## src/rtl/bram_read_arbiter.sv

```systemverilog
// bram_read_arbiter: round-robin share of one BRAM read port between two requesters,
// with a bounded lock and a tag pipeline that routes read data back to its owner.
module bram_read_arbiter #(
    parameter int ADDR_WIDTH = 19,
    parameter int DATA_WIDTH = 12,
    parameter int RD_LAT     = 1,
    parameter int MAX_HOLD   = 6
) (
    input  logic                  clk_p,
    input  logic                  rst,
    input  logic                  req0,
    input  logic [ADDR_WIDTH-1:0] addr0,
    input  logic                  lock0,
    output logic                  gnt0,
    output logic                  rvalid0,
    output logic [DATA_WIDTH-1:0] rdata0,
    input  logic                  req1,
    input  logic [ADDR_WIDTH-1:0] addr1,
    input  logic                  lock1,
    output logic                  gnt1,
    output logic                  rvalid1,
    output logic [DATA_WIDTH-1:0] rdata1,
    output logic                  bram_en,
    output logic [ADDR_WIDTH-1:0] bram_addr,
    input  logic [DATA_WIDTH-1:0] bram_dout,
    output logic                  busy
);
    localparam logic [3:0] HMAX = 4'(MAX_HOLD);
    logic                  r_last, r_own_v, r_own_id, r_en;
    logic [3:0]            r_hold;
    logic [RD_LAT:0]       r_tv, r_tid;
    logic [ADDR_WIDTH-1:0] r_addr;
    logic [DATA_WIDTH-1:0] r_rd0, r_rd1;
    logic                  w_pick1, w_acc, w_lock, w_own_req;
    logic [3:0]            w_hold_nx;
    always_comb begin
        w_pick1   = (req0 && req1) ? ((r_own_v && r_hold < HMAX) ? r_own_id : ~r_last) : req1;
        gnt0      = !rst && req0 && !w_pick1;
        gnt1      = !rst && req1 && w_pick1;
        w_acc     = gnt0 || gnt1;
        w_lock    = gnt1 ? lock1 : lock0;
        w_own_req = r_own_id ? req1 : req0;
        w_hold_nx = (r_own_v && r_own_id == gnt1) ? ((r_hold == HMAX) ? HMAX : r_hold + 4'd1) : 4'd1;
    end
    // The last tag stage is the output stage; rdata is captured as a tag moves into it.
    always_ff @(posedge clk_p) begin
        if (rst) begin
            r_last   <= 1'b1;
            r_own_v  <= 1'b0;
            r_own_id <= 1'b0;
            r_hold   <= 4'd0;
            r_tv     <= '0;
            r_tid    <= '0;
            r_en     <= 1'b0;
            r_addr   <= '0;
            r_rd0    <= '0;
            r_rd1    <= '0;
        end else begin
            r_en  <= w_acc;
            r_tv  <= {r_tv[RD_LAT-1:0], w_acc};
            r_tid <= {r_tid[RD_LAT-1:0], gnt1};
            if (w_acc) begin
                r_addr   <= gnt1 ? addr1 : addr0;
                r_last   <= gnt1;
                r_own_v  <= w_lock;
                r_own_id <= gnt1;
                r_hold   <= w_lock ? w_hold_nx : 4'd0;
            end else if (r_own_v && !w_own_req) begin
                r_own_v <= 1'b0;
                r_hold  <= 4'd0;
            end
            if (r_tv[RD_LAT-1] && !r_tid[RD_LAT-1]) r_rd0 <= bram_dout;
            if (r_tv[RD_LAT-1] && r_tid[RD_LAT-1]) r_rd1 <= bram_dout;
        end
    end
    assign bram_en   = r_en;
    assign bram_addr = r_addr;
    assign rvalid0   = r_tv[RD_LAT] & ~r_tid[RD_LAT];
    assign rvalid1   = r_tv[RD_LAT] & r_tid[RD_LAT];
    assign rdata0    = r_rd0;
    assign rdata1    = r_rd1;
    assign busy      = r_en | (|r_tv);
endmodule

```

## config.mk

```make
export PLATFORM = sky130hd
export DESIGN_NAME = bram_read_arbiter
export DESIGN_NICKNAME = d
export VERILOG_FILES = /design/src/rtl/bram_read_arbiter.sv
export SDC_FILE = /design/constraint.sdc
export NUM_CORES = 1
export LEC_CHECK = 0
export ABC_AREA = 1
export BUFFER_PORTS_ARGS = -buffer_cell sky130_fd_sc_hd__buf_2
export CORE_ASPECT_RATIO = 0.7
export CORE_MARGIN = 2
export CORE_UTILIZATION = 40
export CTS_CLUSTER_SIZE = 20
export DETAILED_ROUTE_END_ITERATION = 8
export PLACE_DENSITY = 0.8
export SETUP_SLACK_MARGIN = 0.15
export SYNTH_ARGS = -nofsm -noshare
export SYNTH_HDL_FRONTEND = slang
export SYNTH_SLANG_ARGS = --single-unit
```

## constraint.sdc

```tcl
create_clock -name clk_p -period 1.3 [get_ports clk_p]
set_input_delay 0.065 -clock clk_p [delete_from_list [all_inputs] [get_ports clk_p]]
set_output_delay 0.065 -clock clk_p [all_outputs]
set_load 0.1 [all_outputs]
```

== Yosys cells after proc, flatten, opt, wreduce, memory -nomap -nowiden ==
Cells that the tools add are included.

* Add/subtract/negate cells: 1
* $lt $le $gt $ge: 1
* Eq/ne operators: 2
* Multiplexer cells: 12
* Bitwise logic cells: 5
* Reduce and logical (&&, ||, !) cells: 17

{| class="wikitable"
|+ Operator list
! kind !! count
|-
| 4-bit 2-to-1 mux || 5
|-
| 19-bit 2-to-1 mux || 1
|-
| 1-bit logical AND || 10
|-
| 1-bit 2-to-1 mux || 6
|-
| 4-bit by 1-bit adder with 4-bit output, second input constant || 1
|-
| 4-bit by 3-bit == test with 1-bit output, second input constant || 1
|-
| 1-bit logical NOT || 4
|-
| 4-bit by 3-bit < comparator with 1-bit output, second input constant || 1
|-
| 1-bit bitwise AND || 2
|-
| 1-bit NOT || 2
|-
| 2-bit nonzero test || 1
|-
| 2-bit OR reduction || 1
|-
| 1-bit == test || 1
|-
| 1-bit logical OR || 1
|-
| 1-bit OR || 1
|}

* Flip-flop bits (word level): 55
* Input bits: 56
* Word-level logic and storage cells: 48

== Logic depth before layout (Yosys ltp) ==
Gate-level depths: netlist (run 1).

* Depth after elaboration: 10
* Depth in mapped cells: 11
* Mapped depth without buffers: 11

== Worst setup path after synthesis (run 1) ==
Ideal clock, no wire load.

* Kind: register to register
* Start point: register r_hold[2]
* End point: register r_addr[14] (netlist: bram_addr[14])
* Arrival: 1,921 ps
* Data required time: 1,190 ps
* Path slack: -730 ps
* Stages on the path, launching flop included: 12
* Clock period less this slack: 2,030 ps
* Cell sequence: dfxtp_1 nand2_2 nand3_2 nand2_2 nand3_4 nand2_1 nand2_1 clkinv_1 nand2_1 nand3_1 nand2_1 inv_1

* Word-level cells in the longest chain between the ends: 7
* Elaborated cells between the ends (all ways): 9
* Those cells by class: 1 x order compare; 3 x mux; 5 x reduce/logical

{| class="wikitable"
|+ RTL lines
! element !! RTL line !! text
|-
| from (decl) || 30 || <nowiki>logic [3:0] r_hold;</nowiki>
|-
| from (signal assigned) || 67 || <nowiki>r_hold <= w_lock ? w_hold_nx : 4'd0;</nowiki>
|-
| 4-bit by 3-bit < comparator with 1-bit output || 37 || <nowiki>w_pick1 = (req0 && req1) ? ((r_own_v && r_hold < HMAX) ? r_own_id : ~r_last) : req1;</nowiki>
|-
| 1-bit logical AND || 37 ||
|-
| 1-bit 2-to-1 mux (2 in series) || 37 ||
|-
| 1-bit logical NOT || 38 || <nowiki>gnt0 = !rst && req0 && !w_pick1;</nowiki>
|-
| 1-bit logical AND || 38 ||
|-
| via gnt0 || 14 || <nowiki>output logic gnt0,</nowiki>
|-
| 1-bit logical OR || 40 || <nowiki>w_acc = gnt0 || gnt1;</nowiki>
|-
| to (signal assigned) || 63 || <nowiki>r_addr <= gnt1 ? addr1 : addr0;</nowiki>
|-
| to (decl) || 32 || <nowiki>logic [ADDR_WIDTH-1:0] r_addr;</nowiki>
|}

The timed path passes the listed nets, and every way through them passes these cells.
A chain may end at the register's enable or synchronous reset.

== Worst setup path in the final report (run 1) ==
* Start point: register r_hold[2]
* End point: output port gnt1

* Word-level cells in the longest chain between the ends: 5

{| class="wikitable"
|+ RTL lines
! element !! RTL line !! text
|-
| 4-bit by 3-bit < comparator with 1-bit output || 37 ||
|-
| 1-bit logical AND || 37 ||
|-
| 1-bit 2-to-1 mux (2 in series) || 37 ||
|-
| 1-bit logical AND || 39 || <nowiki>gnt1 = !rst && req1 && w_pick1;</nowiki>
|-
| to (decl) || 20 || <nowiki>output logic gnt1,</nowiki>
|}

No other way between the ends.

==> out/metrics.yaml, run 1 <==
run_status:
  run_status: "finished, violations left"
  violations: "setup timing"
timing:
  clock.fmax_mhz: 656
  hold_viol_final: 0
  relSlewSlack_pct: 67.9
  slew_violations: 0
  finalCriticalPeriod_ps: 1530
  hold_slack_ps: 8.56
  tightest_slew_ps: 484
  finalCritPeriodShare_pct: 117
  rsz0062_at_grt: "yes"
  skew_ps: 12.1
  worst_slack_ps: -225
  finalSetupViolations: 25
drt:
  wl_per_cell_microns: 13.4
  drc: 0
  ant_nets: 0
  viasPerCell: 4.81
  first_pass_iters: 4
  drt_wl_total_mm: 6.77
  first_iter_violations: 147
  vias: 2434
logic_synthesis:
  synth_most_common_cell: "nor2_1"
  synth_ff_type: "dfxtp_1"
  synth.distinct_cells: 27
  yosysWarnings: 0
  syn-mean-instance-area_sq_um: 7.54
  ys_seq_area_share_pct: 47.3
  netlist.area_leader.share_pct: 47.3
  syn_inst: 303
  netlist_area_sq_um: 2280
  synth.top_cells.by_count: "nor2_1, dfxtp_1, nand2_1"
  synth_edf_count: 0
  syn-num-nets: 361
  yosysTopAreaCell: "dfxtp_1"
  ys_top_cells_by_area: "dfxtp_1, nor2_1, o21ai_0, nand2_1, nand3_1"
  ys_async_sr_fraction_pct: 0
  synth-seq-cells: 54
cts:
  cts_tree: "done"
  cts.sinks: 54
  path_clk_slew_ps: 100
  h-tree-depth: 2
  cts-buffers-inserted: 5
  clkLatencyLatePin_ps: 300
  cts_buffer_depth: 2
  root_buffer: "clkbuf_8"
global_route:
  grt_pass1_wl_mm: 10.2
  grtUsageTotal_pct: 20.8
  first_global_vias: 2282
  grt-ovfl-total: 0
  antenna_found_initial: 0
  grt_max_degree: 29
layout:
  fin_nets: 491
  synthToLayoutAreaGrowth_pct: 62.2
  final_util_pct: 69.0
  stdcell_count: 506
  layout-drive-gt1-share_pct: 54.1
  num_antenna_cells: 0
setup_path:
  reg2reg_to: "bram_addr[6]"
  r2r_start: "r_hold[2]"
  reg2reg_depth: 12
  cp-start-kind: "flip-flop"
  worstPathRequired_ps: 1240
  startpoint: "r_hold[2]"
  endpoint: "gnt1"
  endpoint_kind: "output pin"
  reg2reg_slack_ps: -170
  critPathKind: "reg2out"
  arrival_ps: 1460
  worst-path-max-fanout: 5
floorplanning:
  die_w_microns: 94.3
  die_h_microns: 67.2
  fp.dieArea_sq_um: 6340
  io_pins: 105
  num_rows: 22
  initial_core_util_pct: 42.6
  core-area_sq_um: 5370
pwr:
  leakage_nw: 1.77
  ir_drop_uv: 579
  powerDensity_nw_per_um2: 1270
  power_w: 0.00469
placement:
  dp_cells: 484
  place_hpwl_mm: 4.77
  io_buffers: 104
  gp_congestion: 0.855
flow_run:
  drv_cap: 0
min_path:
  hp-class: "in2reg"
-- flip-flops by register name, summed over array words and instances (netlist names) --
register and cells:
r_own_v 1, r_hold 4, r_tid 2, bram_addr 19
r_own_id 1, r_last 1, r_tv 2, rdata1 12
rdata0 12
-- metrics by stage --
stage | area, sq um | setup slack, ps | setup TNS [ps]
6_report | 3700 | -225 | -3370
4_1_cts | 3500 | -240 | -3850
3_3_place_gp | 3160 | -135 | -2060
5_1_grt | 3700 | -289 | -5210
3_5_place_dp | 3160 | -222 | -3430
2_1_floorplan | 2470 | -22.9 | -152
-- per-layer routing --
layer	GRT usage, %	wire length (microns)	part of all wire [%]	vias up
li1	-	-	-	1235
met1	26.5	3020	45	1110
met2	35.1	3200	47	80
met3	5.36	466	6.9	9
met4	6.16	86	1.3	0
met5	0	0	0	-
-- cell usage in the layout (no fill, tap or decap), drive strengths merged --
cell type and instances:
ha 2, a21oi 6, a21boi 1, o21ai 42, clkinv 3, dfxtp 54
dlygate4sd3 7, bufinv 1, inv 21, a31oi 3, buf 100, xor2 1
nand3 29, nor2 57, nand4 3, o31ai 1, o211ai 2, nand2 56
clkinvlp 3, or2 6, clkbuf 36
-- how the worst min path moves through the flow --
stage	from	end	slack (ps)	cells after the start
floorplan	req0	r_own_id	160	1
global placement	addr1[16]	bram_addr[16]	270	3
detailed placement	addr1[17]	bram_addr[17]	270	3
CTS	addr1[15]	bram_addr[15]	0.7	3
global route	addr1[15]	bram_addr[15]	4	3
finish	bram_dout[6]	rdata0[6]	9	3
-- report_power, final --
part | switching (W) | internal, W | leakage [nW]
Sequential | 0.0000846 | 0.00179 | 0.458
Combinational | 0.00126 | 0.000445 | 1.26
Clock | 0.000532 | 0.000575 | 0.0514
-- area by class of cell --
type	instances	area, sq um
fillers	423	1660
multi-input cells	209	1240
flip-flops and latches	54	1130
repair buffers	137	998
inverters	25	135
well taps	72	90.1
clock buffers	6	72.6
clock inverters	2	37.5
repair inverters	1	7.51
-- cell families (layout without fill, tap and decap cells) --
group	after synthesis	count (layout)	share of synthesized area, %
buffers and inverters	40	171	8.21
DFF	54	54	47.3
AOI/OAI and AO/OA	55	55	12.8
xor gates and xnor gates	1	1	0.383
and+or+nand+nor	151	151	30.2
adders and majority gates	2	2	1.10
-- worst max-delay path, cell delays in order, from the launching register on --
cell     delay, ps
dfxtp_4        360
nand2_4         80
nand4_4         90
nand3_4        120
nand3_4        140
inv_4          100
buf_6          100
buf_12         160
-- repair_timing --
item,in CTS,in global routing
cloned,1,0
resized for setup,48,62
hold buffers,7,0
endpoints found under the setup margin,48,74
pin swaps,9,13
buffers inserted,5,1
hold endpoints to repair,4,0
Note: power is estimated with default switching activity, not from simulation.
==> run 2, diff against run 1 <==
--- a/config.mk
+++ b/config.mk
@@ -9,10 +9,10 @@
 export BUFFER_PORTS_ARGS = -buffer_cell sky130_fd_sc_hd__buf_2
 export CORE_ASPECT_RATIO = 0.7
 export CORE_MARGIN = 2
-export CORE_UTILIZATION = 40
+export CORE_UTILIZATION = 42
 export CTS_CLUSTER_SIZE = 20
 export DETAILED_ROUTE_END_ITERATION = 8
-export PLACE_DENSITY = 0.8
+export PLACE_DENSITY = 0.83
 export SETUP_SLACK_MARGIN = 0.15
 export SYNTH_ARGS = -nofsm -noshare
 export SYNTH_HDL_FRONTEND = slang
==> run 2 against run 1 <==
  * The flow still finishes with violations (setup timing)
  * Sequential cell count is the same
  * Utilization grew 4.6 points
  * Worst hold slack is essentially flat
  * Clock skew is essentially flat
  * First-iteration DRC count grew 35%
  * Cell area grew 4.0%
  * Maximum frequency shrank 3.2%
  * Die area shrank 4.5%
  * Highest routed layer unchanged
  * Clock power grew 5%
==> out/metrics.yaml, run 2 (same netlist as run 1, synthesis figures left out) <==
run_status:
  run_status: "finished, violations left"  # unchanged
  violations: "setup timing"  # unchanged
setup_path:
  worst-path-buf-inv: 3  # unchanged
  cp_common_cell: "nand3_4"  # unchanged
  reg2reg_slack_ps: -250  # was -170 ps
  reg2reg_to: "bram_addr[4]"  # was bram_addr[6]
  reg2reg_depth: 10  # was 12
  worst-path-max-fanout: 5  # unchanged
  critPathKind: "reg2out"  # unchanged
  worstPathRequired_ps: 1240  # about the same
  max_stage_delay_ps: 360  # about the same
  crit_chain: "nand2_4, nand3_2, nand2_2, nand3_4, nand3_4, inv_4, buf_12, buf_16"  # was nand2_4, nand4_4, nand3_4, nand3_4, inv_4, buf_6, buf_12
  cp_top_family: "simple AND/OR/NAND/NOR gates"  # unchanged
  cp-start-kind: "flip-flop"  # unchanged
  r2r_start: "r_hold[2]"  # unchanged
  endpoint_kind: "output pin"  # unchanged
  arrival_ps: 1510  # was 1460 ps
  crit_slowest_cell: "dfxtp_4"  # unchanged
layout:
  layout_commonest_cell: "buf_2"  # unchanged
  num_antenna_cells: 0  # unchanged
  largest_reg_flops: 19  # unchanged
  layout-drive-gt1-share_pct: 57.1  # was 54.1%
  synthToLayoutAreaGrowth_pct: 68.6  # was 62.2%
  final_cell_mix: "buf_2, nor2_1, nand2_1"  # unchanged
  fin_nets: 498  # was 491
  fillers: 383  # was 423
placement:
  gp_congestion: 0.849  # was 0.855
  io_buffers: 104  # unchanged
  place_hpwl_mm: 4.75  # was 4.77 mm
drt:
  drt_wl_total_mm: 7.46  # was 6.77 mm
  ant_nets: 0  # unchanged
  first_pass_iters: 4  # unchanged
  wl_per_cell_microns: 14.5  # was 13.4 microns
  drc: 0  # unchanged
  viasPerCell: 5.00  # was 4.81
  first_iter_violations: 199  # was 147
  vias: 2567  # was 2434
floorplanning:
  num_rows: 22  # unchanged
  die_h_microns: 65.7  # was 67.2 microns
  die_w_microns: 92.2  # was 94.3 microns
  initial_core_util_pct: 43.7  # was 42.6%
  io_pins: 105  # unchanged
  fp.dieArea_sq_um: 6060  # was 6340 sq um
  core-area_sq_um: 5230  # was 5370 sq um
min_path:
  min_from: "addr1[11]"  # was bram_dout[6]
  hp-class: "in2reg"  # unchanged
  worstHoldEndpoint: "bram_addr[11]"  # was rdata0[6]
  hold_depth: 3  # unchanged
timing:
  skew_ps: 11.8  # was 12.1 ps
  worst_slack_ps: -276  # was -225 ps
  finalSetupViolations: 27  # was 25
  finalCriticalPeriod_ps: 1580  # was 1530 ps
  hold_viol_final: 0  # unchanged
  clock.fmax_mhz: 635  # was 656 MHz
  slew_violations: 0  # unchanged
  hold_slack_ps: 8.42  # was 8.56 ps
  tightest_slew_ps: 496  # was 484 ps
  relSlewSlack_pct: 67.2  # was 67.9%
  rsz0062_at_grt: "yes"  # unchanged
  finalCritPeriodShare_pct: 121  # was 117%
  setup_tns_ps: -5020  # was -3370 ps
pwr:
  leakage_nw: 1.87  # was 1.77 nW
  powerDensity_nw_per_um2: 1250  # was 1270 nW/um^2
  ir_drop_uv: 938  # was 579 uV
global_route:
  antenna_found_initial: 0  # unchanged
  grtUsageTotal_pct: 21.9  # was 20.8%
  grt-ovfl-total: 0  # unchanged
  grt_pass1_wl_mm: 10.5  # was 10.2 mm
  first_global_vias: 2305  # was 2282
  grt_max_degree: 30  # was 29
cts:
  cts-buffers-inserted: 5  # unchanged
  cts_tree: "done"  # unchanged
  clkLatencyLatePin_ps: 300  # about the same
  root_buffer: "clkbuf_8"  # unchanged
  h-tree-depth: 2  # unchanged
  path_clk_slew_ps: 100  # about the same
  cts_buffer_depth: 2  # unchanged
  cts.sinks: 54  # unchanged
flow_run:
  drv_cap: 0  # unchanged
==> run 2: worst min-delay path, stage by stage <==
cell and delay [ps]:
buf_2 100, nand2_1 60, a21oi_1 60
==> run 2: what timing repair did <==
item                                    4_1_cts  5_1_grt
gates resized for setup                      47       68
setup buffers                                 9        2
endpoints found under the setup margin       42       68
hold endpoints to repair                      3        0
hold buffers                                  6        0
pin swaps                                     9       12
cloned                                        0        4
==> run 2: layer usage <==
layer  vias to the layer above  track usage (%)  wire [microns]
met2                       113             37.1            3680
li1                       1253                -               -
met4                         0             5.04              79
met1                      1191             28.5            3210
met5                         -                0               0
met3                        10             5.39             496
==> run 2: area by class of cell <==
class / count / area [sq um] / share of cell area, %
repair buffers: 142 / 1070 / 27.8
well taps: 72 / 90.1 / 2.34
flip-flops and latches: 54 / 1130 / 29.2
clock inverters: 1 / 30.0 / 0.780
clock buffers: 7 / 86.3 / 2.24
inverters: 25 / 129 / 3.35
multi-input cells: 209 / 1290 / 33.4
repair inverters: 3 / 32.5 / 0.845
==> run 2: worst max-delay path by stage <==
stage | start | end | cells past startpoint
final | r_hold[2] | gnt1 | 8
after global routing | r_hold[2] | bram_addr[4] | 10
after CTS | r_hold[2] | gnt0 | 9
after detailed placement | r_hold[3] | bram_addr[3] | 11
after global placement | r_hold[3] | bram_addr[7] | 9
after floorplan | r_hold[2] | bram_addr[14] | 11
==> run 2: stage by stage <==
stage / std cells / total power, W / setup WS (ps) / utilization, % / cell area, sq um
2_1_floorplan: 303 / 0.00311 / -22.9 / - / 2470
3_3_place_gp: 484 / 0.00341 / -111 / 60.4 / 3160
3_5_place_dp: 484 / 0.00343 / -197 / 60.4 / 3160
4_1_cts: 507 / 0.00467 / -237 / 67.6 / 3530
5_1_grt: 513 / 0.00499 / -344 / 73.6 / 3850
6_report: 513 / 0.00482 / -276 / 73.6 / 3850
==> run 2: report_power, final <==
part           total (W)  switching (W)  internal (W)
clock network    0.00116       0.000534      0.000629
logic            0.00178        0.00130      0.000478
registers        0.00188      0.0000876       0.00179
total            0.00482        0.00192       0.00290
==> run 3, diff against run 2 <==
--- a/config.mk
+++ b/config.mk
@@ -9,11 +9,12 @@
 export BUFFER_PORTS_ARGS = -buffer_cell sky130_fd_sc_hd__buf_2
 export CORE_ASPECT_RATIO = 0.7
 export CORE_MARGIN = 2
-export CORE_UTILIZATION = 42
+export CORE_UTILIZATION = 43
+export CTS_BUF_LIST = sky130_fd_sc_hd__clkbuf_8
 export CTS_CLUSTER_SIZE = 20
 export DETAILED_ROUTE_END_ITERATION = 8
-export PLACE_DENSITY = 0.83
-export SETUP_SLACK_MARGIN = 0.15
+export PLACE_DENSITY = 0.84
+export SETUP_SLACK_MARGIN = 0.5
 export SYNTH_ARGS = -nofsm -noshare
 export SYNTH_HDL_FRONTEND = slang
 export SYNTH_SLANG_ARGS = --single-unit
==> run 3 against run 2 <==
  * The run now fails in global routing (5_1_grt)
  * Synthesized cell count unchanged
  * Area after synthesis is the same
==> out/metrics.yaml, run 3 <==
floorplanning:
  die_h_microns: 65.0  # was 65.7 microns
  num_rows: 22  # unchanged
  initial_core_util_pct: 44.1  # was 43.7%
  io_pins: 105  # unchanged
  die_w_microns: 91.1  # was 92.2 microns
logic_synthesis:
  synth.top_cells.by_count: "nor2_1, dfxtp_1, nand2_1"  # unchanged
  synth_edf_count: 0  # unchanged
  synth_most_common_cell: "nor2_1"  # unchanged
  syn_inst: 303  # unchanged
  yosysWarnings: 0  # unchanged
  syn-num-nets: 361  # unchanged
  synth_ff_type: "dfxtp_1"  # unchanged
  yosysTopAreaCell: "dfxtp_1"  # unchanged
  ys_async_sr_fraction_pct: 0  # unchanged
  netlist.area_leader.share_pct: 47.3  # unchanged
  netlist_area_sq_um: 2280  # unchanged
  ys_top_cells_by_area: "dfxtp_1, nor2_1, o21ai_0, nand2_1, nand3_1"  # unchanged
  synth.distinct_cells: 27  # unchanged
  synth-seq-cells: 54  # unchanged
  syn-mean-instance-area_sq_um: 7.54  # unchanged
  ys_seq_area_share_pct: 47.3  # unchanged
placement:
  gp_congestion: 0.940  # was 0.849
  place_hpwl_mm: 4.98  # was 4.75 mm
  placedInstanceArea_sq_um: 3190  # was 3160 sq um
  io_buffers: 104  # unchanged
timing:
  crit_endpoint: "gnt0"
  endpoint_type: "top-level output"
cts:
  cts.sinks: 54  # unchanged
  cts_buffer_depth: 2  # unchanged
  cts-buffers-inserted: 5  # unchanged
  root_buffer: "clkbuf_8"  # unchanged
  h-tree-depth: 2  # unchanged
run_status:
  firstError: "[ERROR DPL-0038] Utilization greater than 100%, impossible to legalize"
  run_status: "stopped before the end"  # was finished, violations left
  stop_stage: "global routing (5_1_grt)"
global_route:
  grt_max_degree: 35
==> run 3: cell counts after synthesis <==
No cell type changed its count.
==> run 3: cells by family after synthesis <==
logic type	after synthesis	synth area share [%]
xor gates and xnor gates	1	0.383
buffers and inverters	40	8.21
adders and majority gates	2	1.10
and+or+nand+nor	151	30.2
AOI/OAI and AO/OA	55	12.8
DFF	54	47.3
==> run 3: metrics by stage <==
| stage | setup TNS (ps) | cells | setup slack, ps | hold slack, ps | util, % |
|---|---|---|---|---|---|
| detailed placement | -3130 | 485 | -208 | 274 | 61.7 |
| floorplan | -144 | 303 | -22.8 | 157 | - |
| CTS | -3470 | 527 | -238 | 9.62 | 88.1 |
| global placement | -1820 | 485 | -126 | 272 | 61.7 |
==> run 3: timing repair <==
| item | 4_1_cts |
|---|---|
| hold buffers | 14 |
| gates cloned | 6 |
| setup buffers | 14 |
| hold endpoints to repair | 12 |
| setup endpoints to repair | 101 |
| pin swaps | 25 |
| gates resized for setup | 280 |
==> run 4, diff against run 3 <==
==> config.mk (replaced) <==
export PLATFORM = sky130hd
export DESIGN_NAME = bram_read_arbiter
export DESIGN_NICKNAME = d
export VERILOG_FILES = /design/src/rtl/bram_read_arbiter.sv
export SDC_FILE = /design/constraint.sdc
export NUM_CORES = 1
export LEC_CHECK = 0
export ABC_AREA = 1
export BUFFER_PORTS_ARGS = -buffer_cell sky130_fd_sc_hd__buf_2
export CORE_MARGIN = 2
export CORE_UTILIZATION = 40
export DETAILED_ROUTE_END_ITERATION = 8
export PLACE_DENSITY_LB_ADDON = 0.15
export SYNTH_ARGS = -nofsm -noshare
export SYNTH_HDL_FRONTEND = slang
export SYNTH_SLANG_ARGS = --single-unit
==> constraint.sdc (replaced) <==
create_clock -name clk_p -period 1.7 [get_ports clk_p]
set_input_delay 0.085 -clock clk_p [delete_from_list [all_inputs] [get_ports clk_p]]
set_output_delay 0.085 -clock clk_p [all_outputs]
set_load 0.1 [all_outputs]
==> run 4 against run 3 <==
  * The flow now finishes without violations
==> out/metrics.yaml, run 4 (same netlist as run 1, synthesis figures left out) <==
timing:
  finalCriticalPeriod_ps: 1580
  slew_violations: 0
  relSlewSlack_pct: 66.5
  rsz0062_at_grt: "no"
  skew_ps: 8.07
  finalSetupViolations: 0
  hold_viol_final: 0
  clock.fmax_mhz: 633
  finalCritPeriodShare_pct: 92.9
  tightest_slew_ps: 506
  worst_slack_ps: 120
global_route:
  grt_max_degree: 40
  grt-ovfl-total: 0
  grt_pass1_wl_mm: 9.16
  first_global_vias: 2087
  antenna_found_initial: 0
  grtUsageTotal_pct: 18.2
cts:
  cts_buffer_depth: 2  # unchanged
  h-tree-depth: 2  # unchanged
  cts_tree: "done"
  root_buffer: "clkbuf_8"  # unchanged
  cts.sinks: 54  # unchanged
  path_clk_slew_ps: 100
  cts-buffers-inserted: 5  # unchanged
  clkLatencyLatePin_ps: 300
floorplanning:
  die_w_microns: 79.6  # was 91.1 microns
  io_pins: 105  # unchanged
  fp.dieArea_sq_um: 6330
  num_rows: 27  # was 22
  core-area_sq_um: 5510
  die_h_microns: 79.6  # was 65.0 microns
  initial_core_util_pct: 41.5  # was 44.1%
layout:
  multi_input_area_sq_um: 1020
  synthToLayoutAreaGrowth_pct: 33.6
  largest_reg_flops: 19
  final_cell_mix: "buf_2, nor2_1, nand2_1, dfxtp_1, o21ai_0"
  layout_commonest_cell: "buf_2"
  layout-drive-gt1-share_pct: 33.6
  fillers: 562
  seqCellArea_sq_um: 1090
  num_antenna_cells: 0
  fin_nets: 468
  stdcell_count: 483
drt:
  ant_nets: 0
  wl_per_cell_microns: 12.0
  first_iter_violations: 120
  drc: 0
  vias: 2314
  viasPerCell: 4.79
  first_pass_iters: 4
  drt_wl_total_mm: 5.80
setup_path:
  worst-path-max-fanout: 20
  r2r_start: "r_hold[2]"
  endpoint_kind: "output pin"
  startpoint: "r_hold[3]"
  worstPathRequired_ps: 1620
  critPathKind: "reg2out"
  arrival_ps: 1500
  cp-start-kind: "flip-flop"
pwr:
  leakage_nw: 1.57
  powerDensity_nw_per_um2: 1070
  ir_drop_uv: 573
placement:
  gp_congestion: 0.852  # was 0.940
  place_hpwl_mm: 4.19  # was 4.98 mm
  io_buffers: 104  # unchanged
  place_ws_ps: 108  # was -208 ps
  dp_cells: 467  # was 485
flow_run:
  drv_cap: 0
min_path:
  min_from: "bram_dout[2]"
  hp-class: "in2reg"
run_status:
  run_status: "completed"  # was stopped before the end
==> run 4: cell type report <==
cell class / instances / area share [%]
well taps: 72 / 2.95
clock inverters: 1 / 0.164
multi-input cells: 209 / 33.4
flip-flops and latches: 54 / 35.6
repair buffers: 115 / 21.6
clock buffers: 7 / 2.83
inverters: 25 / 3.48
==> run 4: report_power, final <==
part	internal, W	leakage, nW	switching [W]	total, W
Clock	0.000330	0.0482	0.000404	0.000734
Combinational	0.000217	1.08	0.000895	0.00111
Sequential	0.00136	0.446	0.0000509	0.00141
Total	0.00191	1.57	0.00135	0.00326
==> run 4: path summary, 6_finish.rpt <==
path,slack [ps],cells past startpoint,endpoint
worst max register to register,190,10,r_hold[2]
worst min-delay path,20,3,rdata0[2]
worst min register to register,460,2,r_tid[1]
worst max-delay path,120,7,gnt1
==> run 4: routing by layer <==
layer | track usage (%) | vias to the layer above | wire (microns)
met5 | 0 | - | 0
met4 | 6.38 | 0 | 97
met3 | 4.98 | 9 | 393
met2 | 30.6 | 77 | 2850
met1 | 22.2 | 1046 | 2450
li1 | - | 1182 | -
==> run 4: through the flow <==
| step | cell area [sq um] | power [W] | setup TNS (ps) | utilization [%] | hold WS, ps |
|---|---|---|---|---|---|
| floorplan | 2290 | 0.00232 | -0.565 | - | 177 |
| global placement | 2870 | 0.00253 | 0 | 52.2 | 303 |
| detailed placement | 2870 | 0.00254 | 0 | 52.2 | 299 |
| CTS | 3040 | 0.00329 | 0 | 55.3 | 17.1 |
| global route | 3050 | 0.00341 | 0 | 55.4 | 13.1 |
| finish | 3050 | 0.00326 | 0 | 55.4 | 20.4 |
==> run 4: timing repair <==
action	in CTS	in global routing
hold buffers	6	0
resized for setup	1	6
pin swaps	0	0
setup buffers	2	0
endpoints found under the hold margin	3	0
setup endpoints to repair	2	22
==> run 4: critical path: stages (launching register included) <==
cell	delay, ps
dfxtp_1	340
inv_2	100
nand4_2	120
nand3_4	120
nand3_4	70
inv_1	100
buf_12	160
buf_12	180
